## config.mk

```make
export PLATFORM = sky130hd
export DESIGN_NAME = dmem_arb_flat
export DESIGN_NICKNAME = d
export VERILOG_FILES = /design/src/rtl/mem_arb_pkg.sv /design/src/rtl/dmem_arb_if.sv /design/src/rtl/mem_arb_rr.sv /design/src/rtl/dmem_arb.sv /design/src/flat_wrapper.sv
export SDC_FILE = /design/constraint.sdc
export NUM_CORES = 1
export LEC_CHECK = 0
export BUFFER_PORTS_ARGS = -buffer_cell sky130_fd_sc_hd__buf_2
export CAP_MARGIN = 15
export CORE_AREA = 2 2 118 120
export CTS_BUF_LIST = sky130_fd_sc_hd__clkbuf_8
export DETAILED_ROUTE_END_ITERATION = 8
export DIE_AREA = 0 0 120 122
export PLACE_DENSITY = 0.63
export SYNTH_ARGS = -nofsm -noshare
export SYNTH_HDL_FRONTEND = slang
export SYNTH_SLANG_ARGS = --single-unit
```

## constraint.sdc

```tcl
create_clock -name clk -period 2.8 [get_ports clk]
set_clock_uncertainty 0.15 [all_clocks]
set_input_delay 0 -clock clk [delete_from_list [all_inputs] [get_ports clk]]
set_output_delay 0 -clock clk [all_outputs]
set_load 0.02 [all_outputs]
```

## src/rtl/mem_arb_pkg.sv

```systemverilog
// Package: mem_arb_pkg
// Shared types for the data-memory arbiter.
//  - mem_dmem_pkt_t : request packet {rnw, addr[31:0], data[31:0]} (65 bits)
//  - dmem_mem_pkt_t : response packet {data[31:0]} (32 bits)
//  - arb_state_t    : arbiter FSM states
//  - arb_port_t     : requester port id (port 0 = mem stage, port 1 = debug/loader)
//  - ARB_NPORTS     : number of requester ports
package mem_arb_pkg;

    // Packet layouts shared with the mem stage and the dmem block.
    typedef struct packed {
        logic        rnw;
        logic [31:0] addr;
        logic [31:0] data;
    } mem_dmem_pkt_t;

    typedef struct packed {
        logic [31:0] data;
    } dmem_mem_pkt_t;

    typedef enum logic {
        ARB_IDLE = 1'b0,
        ARB_BUSY = 1'b1
    } arb_state_t;

    typedef logic arb_port_t;

    localparam int ARB_NPORTS = 2;

endpackage

```

## src/rtl/dmem_arb_if.sv

```systemverilog
// Interface: dmem_arb_if
// Bundles the two requester handshakes and the dmem-side handshake.
//  req0_vld/req0_pkt, rsp0_vld/rsp0_pkt : port 0 (mem stage)
//  req1_vld/req1_pkt, rsp1_vld/rsp1_pkt : port 1 (debug/loader)
//  arb_dmem_vld/arb_dmem_pkt            : request toward dmem
//  dmem_arb_vld/dmem_arb_pkt            : response from dmem
// Modports:
//  slave  : the arbiter's view
//  master : the surrounding system's view (requesters plus dmem)
interface dmem_arb_if;
    import mem_arb_pkg::*;

    logic          req0_vld;
    mem_dmem_pkt_t req0_pkt;
    logic          rsp0_vld;
    dmem_mem_pkt_t rsp0_pkt;

    logic          req1_vld;
    mem_dmem_pkt_t req1_pkt;
    logic          rsp1_vld;
    dmem_mem_pkt_t rsp1_pkt;

    logic          arb_dmem_vld;
    mem_dmem_pkt_t arb_dmem_pkt;
    logic          dmem_arb_vld;
    dmem_mem_pkt_t dmem_arb_pkt;

    modport slave (
        input  req0_vld, req0_pkt, req1_vld, req1_pkt, dmem_arb_vld, dmem_arb_pkt,
        output rsp0_vld, rsp0_pkt, rsp1_vld, rsp1_pkt, arb_dmem_vld, arb_dmem_pkt
    );

    modport master (
        output req0_vld, req0_pkt, req1_vld, req1_pkt, dmem_arb_vld, dmem_arb_pkt,
        input  rsp0_vld, rsp0_pkt, rsp1_vld, rsp1_pkt, arb_dmem_vld, arb_dmem_pkt
    );

endinterface

```

## src/rtl/mem_arb_rr.sv

```systemverilog
// Module: mem_arb_rr
// Two-way round-robin picker, purely combinational.
//  req_i      in  2  request levels, bit n = port n
//  last_gnt_i in  1  port that received the previous grant
//  gnt_vld_o  out 1  some port is requesting
//  gnt_id_o   out 1  port to grant (valid when gnt_vld_o)
module mem_arb_rr
    import mem_arb_pkg::*;
(
    input  logic [ARB_NPORTS-1:0] req_i,
    input  arb_port_t             last_gnt_i,
    output logic                  gnt_vld_o,
    output arb_port_t             gnt_id_o
);

    always_comb begin
        gnt_vld_o = |req_i;
        gnt_id_o  = 1'b0;
        if (req_i[0] && req_i[1]) begin
            // Both waiting: hand the grant to whoever did not get the last one.
            gnt_id_o = ~last_gnt_i;
        end else if (req_i[1]) begin
            gnt_id_o = 1'b1;
        end
    end

endmodule

```

## src/rtl/dmem_arb.sv

```systemverilog
// Module: dmem_arb
// Arbitrates two requesters onto the single data-memory port, holds the
// granted request until dmem answers, routes the answer back to the owner
// and forces an error response if dmem stays silent for too long.
//  clk          in   clock
//  reset        in   synchronous active-high reset
//  bus          slave modport of dmem_arb_if (requester and dmem handshakes)
//  timeout_err  out  sticky flag, set by a timeout, cleared only by reset
// Parameters:
//  TIMEOUT_CYC  BUSY cycles before a forced error response (0 = never)
//  CNT_W        timeout counter width; must hold TIMEOUT_CYC
module dmem_arb
    import mem_arb_pkg::*;
#(
    parameter int TIMEOUT_CYC = 64,
    parameter int CNT_W       = 7
) (
    input  logic           clk,
    input  logic           reset,
    dmem_arb_if.slave      bus,
    output logic           timeout_err
);

    localparam logic             TO_EN   = (TIMEOUT_CYC != 0);
    localparam logic [CNT_W-1:0] TO_LAST = CNT_W'(TIMEOUT_CYC - 1);

    arb_state_t        state_q, state_d;
    mem_dmem_pkt_t     cmd_q, cmd_d;
    arb_port_t         owner_q, owner_d;
    arb_port_t         last_gnt_q, last_gnt_d;
    logic [CNT_W-1:0]  cnt_q, cnt_d;
    logic              err_q, err_d;

    logic [ARB_NPORTS-1:0] req_vec;
    logic                  gnt_vld;
    arb_port_t             gnt_id;

    logic                  arb_vld;
    logic                  rsp_fire;
    dmem_mem_pkt_t         rsp_data;
    logic [ARB_NPORTS-1:0] rsp_vld;
    dmem_mem_pkt_t         rsp_pkt [ARB_NPORTS];

    assign req_vec = {bus.req1_vld, bus.req0_vld};

    mem_arb_rr u_rr (
        .req_i      (req_vec),
        .last_gnt_i (last_gnt_q),
        .gnt_vld_o  (gnt_vld),
        .gnt_id_o   (gnt_id)
    );

    always_comb begin
        state_d    = state_q;
        cmd_d      = cmd_q;
        owner_d    = owner_q;
        last_gnt_d = last_gnt_q;
        cnt_d      = cnt_q;
        err_d      = err_q;
        arb_vld    = 1'b0;
        rsp_fire   = 1'b0;
        rsp_data   = '0;

        case (state_q)
            ARB_IDLE: begin
                // A dmem strobe seen here is a stale answer to a timed-out
                // access and is deliberately dropped.
                if (gnt_vld) begin
                    state_d    = ARB_BUSY;
                    cmd_d      = gnt_id ? bus.req1_pkt : bus.req0_pkt;
                    owner_d    = gnt_id;
                    last_gnt_d = gnt_id;
                    cnt_d      = '0;
                end
            end
            ARB_BUSY: begin
                arb_vld = 1'b1;
                cnt_d   = cnt_q + CNT_W'(1);
                if (bus.dmem_arb_vld) begin
                    // A real answer beats a timeout landing in the same cycle.
                    rsp_fire = 1'b1;
                    rsp_data = bus.dmem_arb_pkt;
                    state_d  = ARB_IDLE;
                    cnt_d    = '0;
                end else if (TO_EN && (cnt_q == TO_LAST)) begin
                    rsp_fire = 1'b1;
                    rsp_data = '0;
                    err_d    = 1'b1;
                    state_d  = ARB_IDLE;
                    cnt_d    = '0;
                end
            end
            default: begin
                state_d = ARB_IDLE;
            end
        endcase
    end

    always_ff @(posedge clk) begin
        if (reset) begin
            state_q    <= ARB_IDLE;
            cmd_q      <= '0;
            owner_q    <= 1'b0;
            last_gnt_q <= 1'b1;     // so port 0 wins the first contention
            cnt_q      <= '0;
            err_q      <= 1'b0;
        end else begin
            state_q    <= state_d;
            cmd_q      <= cmd_d;
            owner_q    <= owner_d;
            last_gnt_q <= last_gnt_d;
            cnt_q      <= cnt_d;
            err_q      <= err_d;
        end
    end

    // Response steering: only the owner sees the pulse; the other port's
    // data is forced to zero so nothing leaks across requesters.
    genvar gi;
    generate
        for (gi = 0; gi < ARB_NPORTS; gi++) begin : g_rsp
            assign rsp_vld[gi] = rsp_fire && (owner_q == arb_port_t'(gi));
            assign rsp_pkt[gi] = rsp_vld[gi] ? rsp_data : '0;
        end
    endgenerate

    assign bus.rsp0_vld     = rsp_vld[0];
    assign bus.rsp0_pkt     = rsp_pkt[0];
    assign bus.rsp1_vld     = rsp_vld[1];
    assign bus.rsp1_pkt     = rsp_pkt[1];
    assign bus.arb_dmem_vld = arb_vld;
    assign bus.arb_dmem_pkt = cmd_q;
    assign timeout_err      = err_q;

endmodule

```

## src/flat_wrapper.sv

```systemverilog
// flat-port wrapper written by rule: the top's interface ports become plain ports
module dmem_arb_flat import mem_arb_pkg::*;
#(
    parameter int TIMEOUT_CYC = 64,
    parameter int CNT_W       = 7
)
  (clk, reset, timeout_err, bus_req0_vld, bus_req0_pkt, bus_req1_vld, bus_req1_pkt, bus_dmem_arb_vld, bus_dmem_arb_pkt, bus_rsp0_vld, bus_rsp0_pkt, bus_rsp1_vld, bus_rsp1_pkt, bus_arb_dmem_vld, bus_arb_dmem_pkt);
  dmem_arb_if bus_i ();
  input  logic clk;
  input  logic reset;
  output logic timeout_err;
  input wire logic [$bits(bus_i.req0_vld)-1:0] bus_req0_vld;
  input wire logic [$bits(bus_i.req0_pkt)-1:0] bus_req0_pkt;
  input wire logic [$bits(bus_i.req1_vld)-1:0] bus_req1_vld;
  input wire logic [$bits(bus_i.req1_pkt)-1:0] bus_req1_pkt;
  input wire logic [$bits(bus_i.dmem_arb_vld)-1:0] bus_dmem_arb_vld;
  input wire logic [$bits(bus_i.dmem_arb_pkt)-1:0] bus_dmem_arb_pkt;
  output wire logic [$bits(bus_i.rsp0_vld)-1:0] bus_rsp0_vld;
  output wire logic [$bits(bus_i.rsp0_pkt)-1:0] bus_rsp0_pkt;
  output wire logic [$bits(bus_i.rsp1_vld)-1:0] bus_rsp1_vld;
  output wire logic [$bits(bus_i.rsp1_pkt)-1:0] bus_rsp1_pkt;
  output wire logic [$bits(bus_i.arb_dmem_vld)-1:0] bus_arb_dmem_vld;
  output wire logic [$bits(bus_i.arb_dmem_pkt)-1:0] bus_arb_dmem_pkt;
  assign bus_i.req0_vld = bus_req0_vld;
  assign bus_i.req0_pkt = bus_req0_pkt;
  assign bus_i.req1_vld = bus_req1_vld;
  assign bus_i.req1_pkt = bus_req1_pkt;
  assign bus_i.dmem_arb_vld = bus_dmem_arb_vld;
  assign bus_i.dmem_arb_pkt = bus_dmem_arb_pkt;
  assign bus_rsp0_vld = bus_i.rsp0_vld;
  assign bus_rsp0_pkt = bus_i.rsp0_pkt;
  assign bus_rsp1_vld = bus_i.rsp1_vld;
  assign bus_rsp1_pkt = bus_i.rsp1_pkt;
  assign bus_arb_dmem_vld = bus_i.arb_dmem_vld;
  assign bus_arb_dmem_pkt = bus_i.arb_dmem_pkt;
  dmem_arb #(.TIMEOUT_CYC(TIMEOUT_CYC), .CNT_W(CNT_W)) u_core (.clk(clk), .reset(reset), .bus(bus_i), .timeout_err(timeout_err));
endmodule
```

; Yosys cells after proc, flatten, opt, wreduce, memory -nomap -nowiden
; Index checks and enable logic that the tools add are counted.
; Widths: inputs -> output; s select.
[totals]
register_bits = 76
latch_bits = 0
mem_bits_rw = 0
romBits = 0
out_inout_bits = 133
elab_cells = 40
n_memories = 0
[op_classes]
add_sub_neg = 1
n_mul = 0
div_mod_pow = 0
n_lt_le_gt_ge = 0
eq_ne = 2
shifts = 0
n_mux = 19
n_bitwise = 4
n_reduce_logical = 6
[ops]
columns = op, count
row1 = $mux 32, 4
row2 = $mux 65, 1
row3 = $mux 7, 3
row4 = $pmux 7 s2, 1
row5 = $mux 1, 9
row6 = $add 7x1->7 const B, 1
row7 = $eq 7x6->1 const B, 1
row8 = $not 1->1, 4
row9 = $logic_and 1x1->1, 3
row10 = $reduce_and 3->1, 1
row11 = $ne 2x1->1 const B, 1
row12 = $pmux 1 s2, 1
row13 = $reduce_and 2->1, 1
row14 = $reduce_or 2->1, 1

; Depth between registers and ports, before layout
[depth]
word_depth = 6
depth_mapped = 6
mapped_depth_nobuf = 5

; By module
; From an unflattened synthesis, not the netlist that was laid out.
[unflattened]
hier_cells = 425
hier_area_um2 = 4130.2
[by_module_without_submodules]
columns = mod, instances, cells_per_inst, area_per_inst_um2, seq_area_each_um2
row1 = dmem_arb, 1, 423, 4116.4, 1521.5
row2 = mem_arb_rr, 1, 2, 13.8, 0.0

; Least setup slack after synthesis
; OpenSTA, ideal clock, no wires.
[synth_path]
kind = register to register
startpoint = register u_core.state_q
endpoint = register u_core.cnt_q[5]
setup_ns = 0.075
arrival_time_ns = 1.321
required_ns = 2.575
path_slack_ns = 1.254
path_stages_with_launch = 6
path_buffers = 1
cell_sequence = dfxtp_1 -> buf_2 -> nor2b_1 -> o31a_1 -> nand3_1 -> a31oi_1
[synth_via]
elab_chain_cells = 2
[synth_lines]
columns = element, line
row1 = "start, declared", dmem_arb.sv:27  ; arb_state_t state_q, state_d;
row2 = "start signal, assigned", dmem_arb.sv:108  ; state_q <= state_d;
row3 = $not 1->1, n/a
row4 = $pmux 7 s2 or $ne 2x1->1 (tied branches), n/a
row5 = "end signal, assigned", dmem_arb.sv:112  ; cnt_q <= cnt_d;
row6 = "end, declared", dmem_arb.sv:31  ; logic [CNT_W-1:0] cnt_q, cnt_d;
; Parallel ways exist; a longest one is shown, timed or not.
; A chain may end at the register's enable or synchronous reset.

; Final worst setup path
[layout_path]
startpoint = register u_core.state_q
endpoint = output port bus_rsp1_pkt[17]
[layout_via]
elab_chain_cells = 3
[layout_lines]
columns = element, line
row1 = $mux 1, dmem_arb.sv:64  ; case (state_q)
row2 = $logic_and 1x1->1, dmem_arb.sv:122  ; assign rsp_vld[gi] = rsp_fire && (owner_q == arb_port_t'(gi));
row3 = $mux 32 (*), dmem_arb.sv:123  ; assign rsp_pkt[gi] = rsp_vld[gi] ? rsp_data : '0;
row4 = "end, declared", flat_wrapper.sv:21  ; output wire logic [$bits(bus_i.rsp1_pkt)-1:0] bus_rsp1_pkt;
; Mark *: on every way between the ends. The rest lies on a longest branch, timed or not.

==> metrics <==
HPWL after DPL=approximately 9.2 mm; Power, Total=3.17 mW; global-route wire length before repair=roughly 22 mm; final core utilization=between 50 and 60%; GRT Util Overall=between 10% and 20%; core area=13500 µm²; Mapped Cells=between 400 and 500; Internal Power=2.20 mW; CTS resizes=0; DR WL/cell=14.2 µm; CP max stage delay=between 0.7 and 0.8 ns; Fillers=1248; RSZ-0062 raised after global routing=no; drt first pass iters=4; WP data arrival=roughly 2.1 ns; Final Cycle Share=between 70% and 80%; Synth Area per Inst=9.52 µm²; input/output buffers=between 200 and 300; GR Overflow Total=0; hold slack=roughly 0.059 ns; dominant synthesized flop cell=dfxtp_1; met2 usage=roughly 37%; Setup TNS=0 ns; chip width=approximately 120 µm; vias=4628; Startpoint Class=flop; # setup viols final=0; area grow syn2layout=78.8%; Logic pwr share=about a third; TritonCTS buffer count=9; Max Cap Violations=0; FFs w/ async S/R, synth=0%; number of synthesized flops with an enable pin=0; Pins Over Slew Limit=0; WP buf/inv=1; critical setup path kind=flop to output pin; worst endpoint required time=around 2.7 ns; fmax=448 MHz; Worst VDD drop=~220 µV; reg2reg setup slack=0.62 ns; crit end category=output pin; Pwr per Cell Area=approximately 440 nW/µm²; clock network power share=29.0%; Final #Nets=1005; final instance area=7200 µm²; initial antenna violation count=0; total wire length after detailed routing=~15 mm; syn nets=slightly below 600; largest cells by area after synthesis=dfxtp_1 38%, mux2i_1 16%, a211oi_2 12%, and2_1 10%, nor2_1 6.9%; largest area contributor in the netlist=dfxtp_1; num rows=between 40 and 50; DRC Markers=0; GR met3 Demand/Resource=3.18%; static leakage=3.51 nW; placed cell area=approximately 5600 µm²; CTS clk-pin slew, worst paths=0.08 ns; die area=roughly 15000 µm²; Hold Crit Class=input pin to flop; synthesized cell area=between 4000 and 5000 µm²; TritonCTS clock tree=done; top-count cell post-synth=dfxtp_1; status=finished, final reports clean; switching share of power=a little under a third; number of global-route vias before repair=4710; Skew-Pair Late Insertion Delay=0.33 ns; routed vias/inst=4.53; Yosys Warn Count=0; NetSw=just under 1 mW; most instantiated cells after synthesis=76 x dfxtp_1, 74 x nor2_1, 66 x mux2i_1; die height=~120 µm; post-synthesis sequential area ratio=37.8%; worst-margin pin slew=~0.82 ns; Critical Path Fanout Max=32; Routability Congestion=~0.86; Starting Density=between 20% and 30%; share of layout cells above drive strength 1=42.9%; drt initial violations=between 150 and 200; top cell type's share of synthesized area=about 38%; Rel. slew slack=a little under half; final hold violation count=0; Antenna Nets Post-Route=0; io pins=300; ant diodes=0; clk root buf=clkbuf_8; Reg power frac=between 30% and 40%; CP delay by family, top=simple AND/OR/NAND/NOR gates; most used routing layer in global routing=met2; H-tree depth=3; CP max-delay cell=and3_1; clock buffer depth=2; clk sink count=76; Synth Register Bits=76; Critical Path, Cell by Cell=and3_1 -> and2_1 -> buf_2; largest net degree at the start of global routing=a little under 80; Final min period=roughly 2.2 ns; Distinct cells, synth=33; met1 usage=18.6%
area by class of cell:
type | instances | area [µm²] | share of cell area, %
Timing Repair Buffer | 439 | 2930 | 40.7
Multi-Input combinational cell | 311 | 2310 | 32.0
Sequential cell | 76 | 1520 | 21.1
Tap cell | 180 | 225 | 3.13
Clock buffer | 10 | 138 | 1.91
Clock inverter | 6 | 80.1 | 1.11
cell families (layout without fill, tap and decap cells):
group / after synthesis / in the layout / share of synthesized area (%)
AO/OA/AOI/OAI: 80 / 80 / 19.6
flip-flops: 76 / 76 / 37.8
adder cells (fa/ha/maj): 1 / 1 / 0.311
buffers and inverters: 36 / 455 / 5.22
AND/OR/NAND/NOR: 163 / 163 / 20.5
multiplexers: 66 / 66 / 16.4
XOR/XNOR: 1 / 1 / 0.218
through the flow:
| stage | setup slack, ns | std cells |
|---|---|---|
| 2_1_floorplan | 1.25 | 423 |
| 3_3_place_gp | 0.976 | 871 |
| 3_5_place_dp | 0.903 | 871 |
| 4_1_cts | 0.512 | 1022 |
| 5_1_grt | 0.364 | 1022 |
| 6_report | 0.569 | 1022 |
cells in the final DEF (no fill, tap or decap), types with 5 or more instances in the layout:
cell	synthesis	final
dlygate4sd3_1	0	135
a21oi_1	5	5
nor2_1	74	74
mux2i_1	66	66
buf_2	12	298
and2_1	65	65
a211oi_1	25	25
dfxtp_1	76	76
nand3_1	5	5
clkbuf_8	0	10
a211oi_2	40	40
worst reg2reg max path, delay by kind of cell, from the launching register on:
family,cells,cell delay (ns)
AO/OA/AOI/OAI,2,0.41
buffers and inverters,2,0.98
flip-flops,1,0.35
multiplexers,1,0.21
timing repair:
item / 4_1_cts / 5_1_grt
hold endpoints to repair: 76 / 0
hold buffers: 135 / 0
setup endpoints to repair: 0 / 0
setup buffers: 0 / 0
final timing paths:
kind	to	startpoint	depth (start not counted)
setup / recovery	bus_rsp1_pkt[17]	u_core.state_q$_SDFF_PP0_	3
hold / removal	u_core.bus.arb_dmem_pkt[31]$_SDFFE_PP0P_	reset	3
setup reg to reg	u_core.bus.arb_dmem_pkt[27]$_SDFFE_PP0P_	u_core.last_gnt_q$_SDFFE_PP1P_	5
hold reg to reg	u_core.timeout_err$_SDFFE_PP0P_	u_core.timeout_err$_SDFFE_PP0P_	2
flip-flops by register name, summed over array words and instances (netlist names):
signal                   count
u_core.cnt_q                 7
u_core.state_q               1
u_core.last_gnt_q            1
u_core.timeout_err           1
u_core.owner_q               1
u_core.bus.arb_dmem_pkt     65
power by group through the flow:
stage                     clock network [mW]  registers, mW  logic (mW)
final                                  0.920           1.23        1.02
after floorplan                            0           1.37       0.402
after global placement                     0           1.25       0.815
after global routing                   0.988           1.24        1.10
after detailed placement                   0           1.25       0.820
after CTS                              0.962           1.23        1.01
routing by layer:
layer	wire [µm]	vias to the layer above	part of all wire, %
li1	-	2312	-
met4	400	0	2.8
met2	7800	205	54
met5	0	-	0
met1	5480	2078	38
met3	853	33	5.9
No activity file was read; power rests on OpenSTA's default activity.
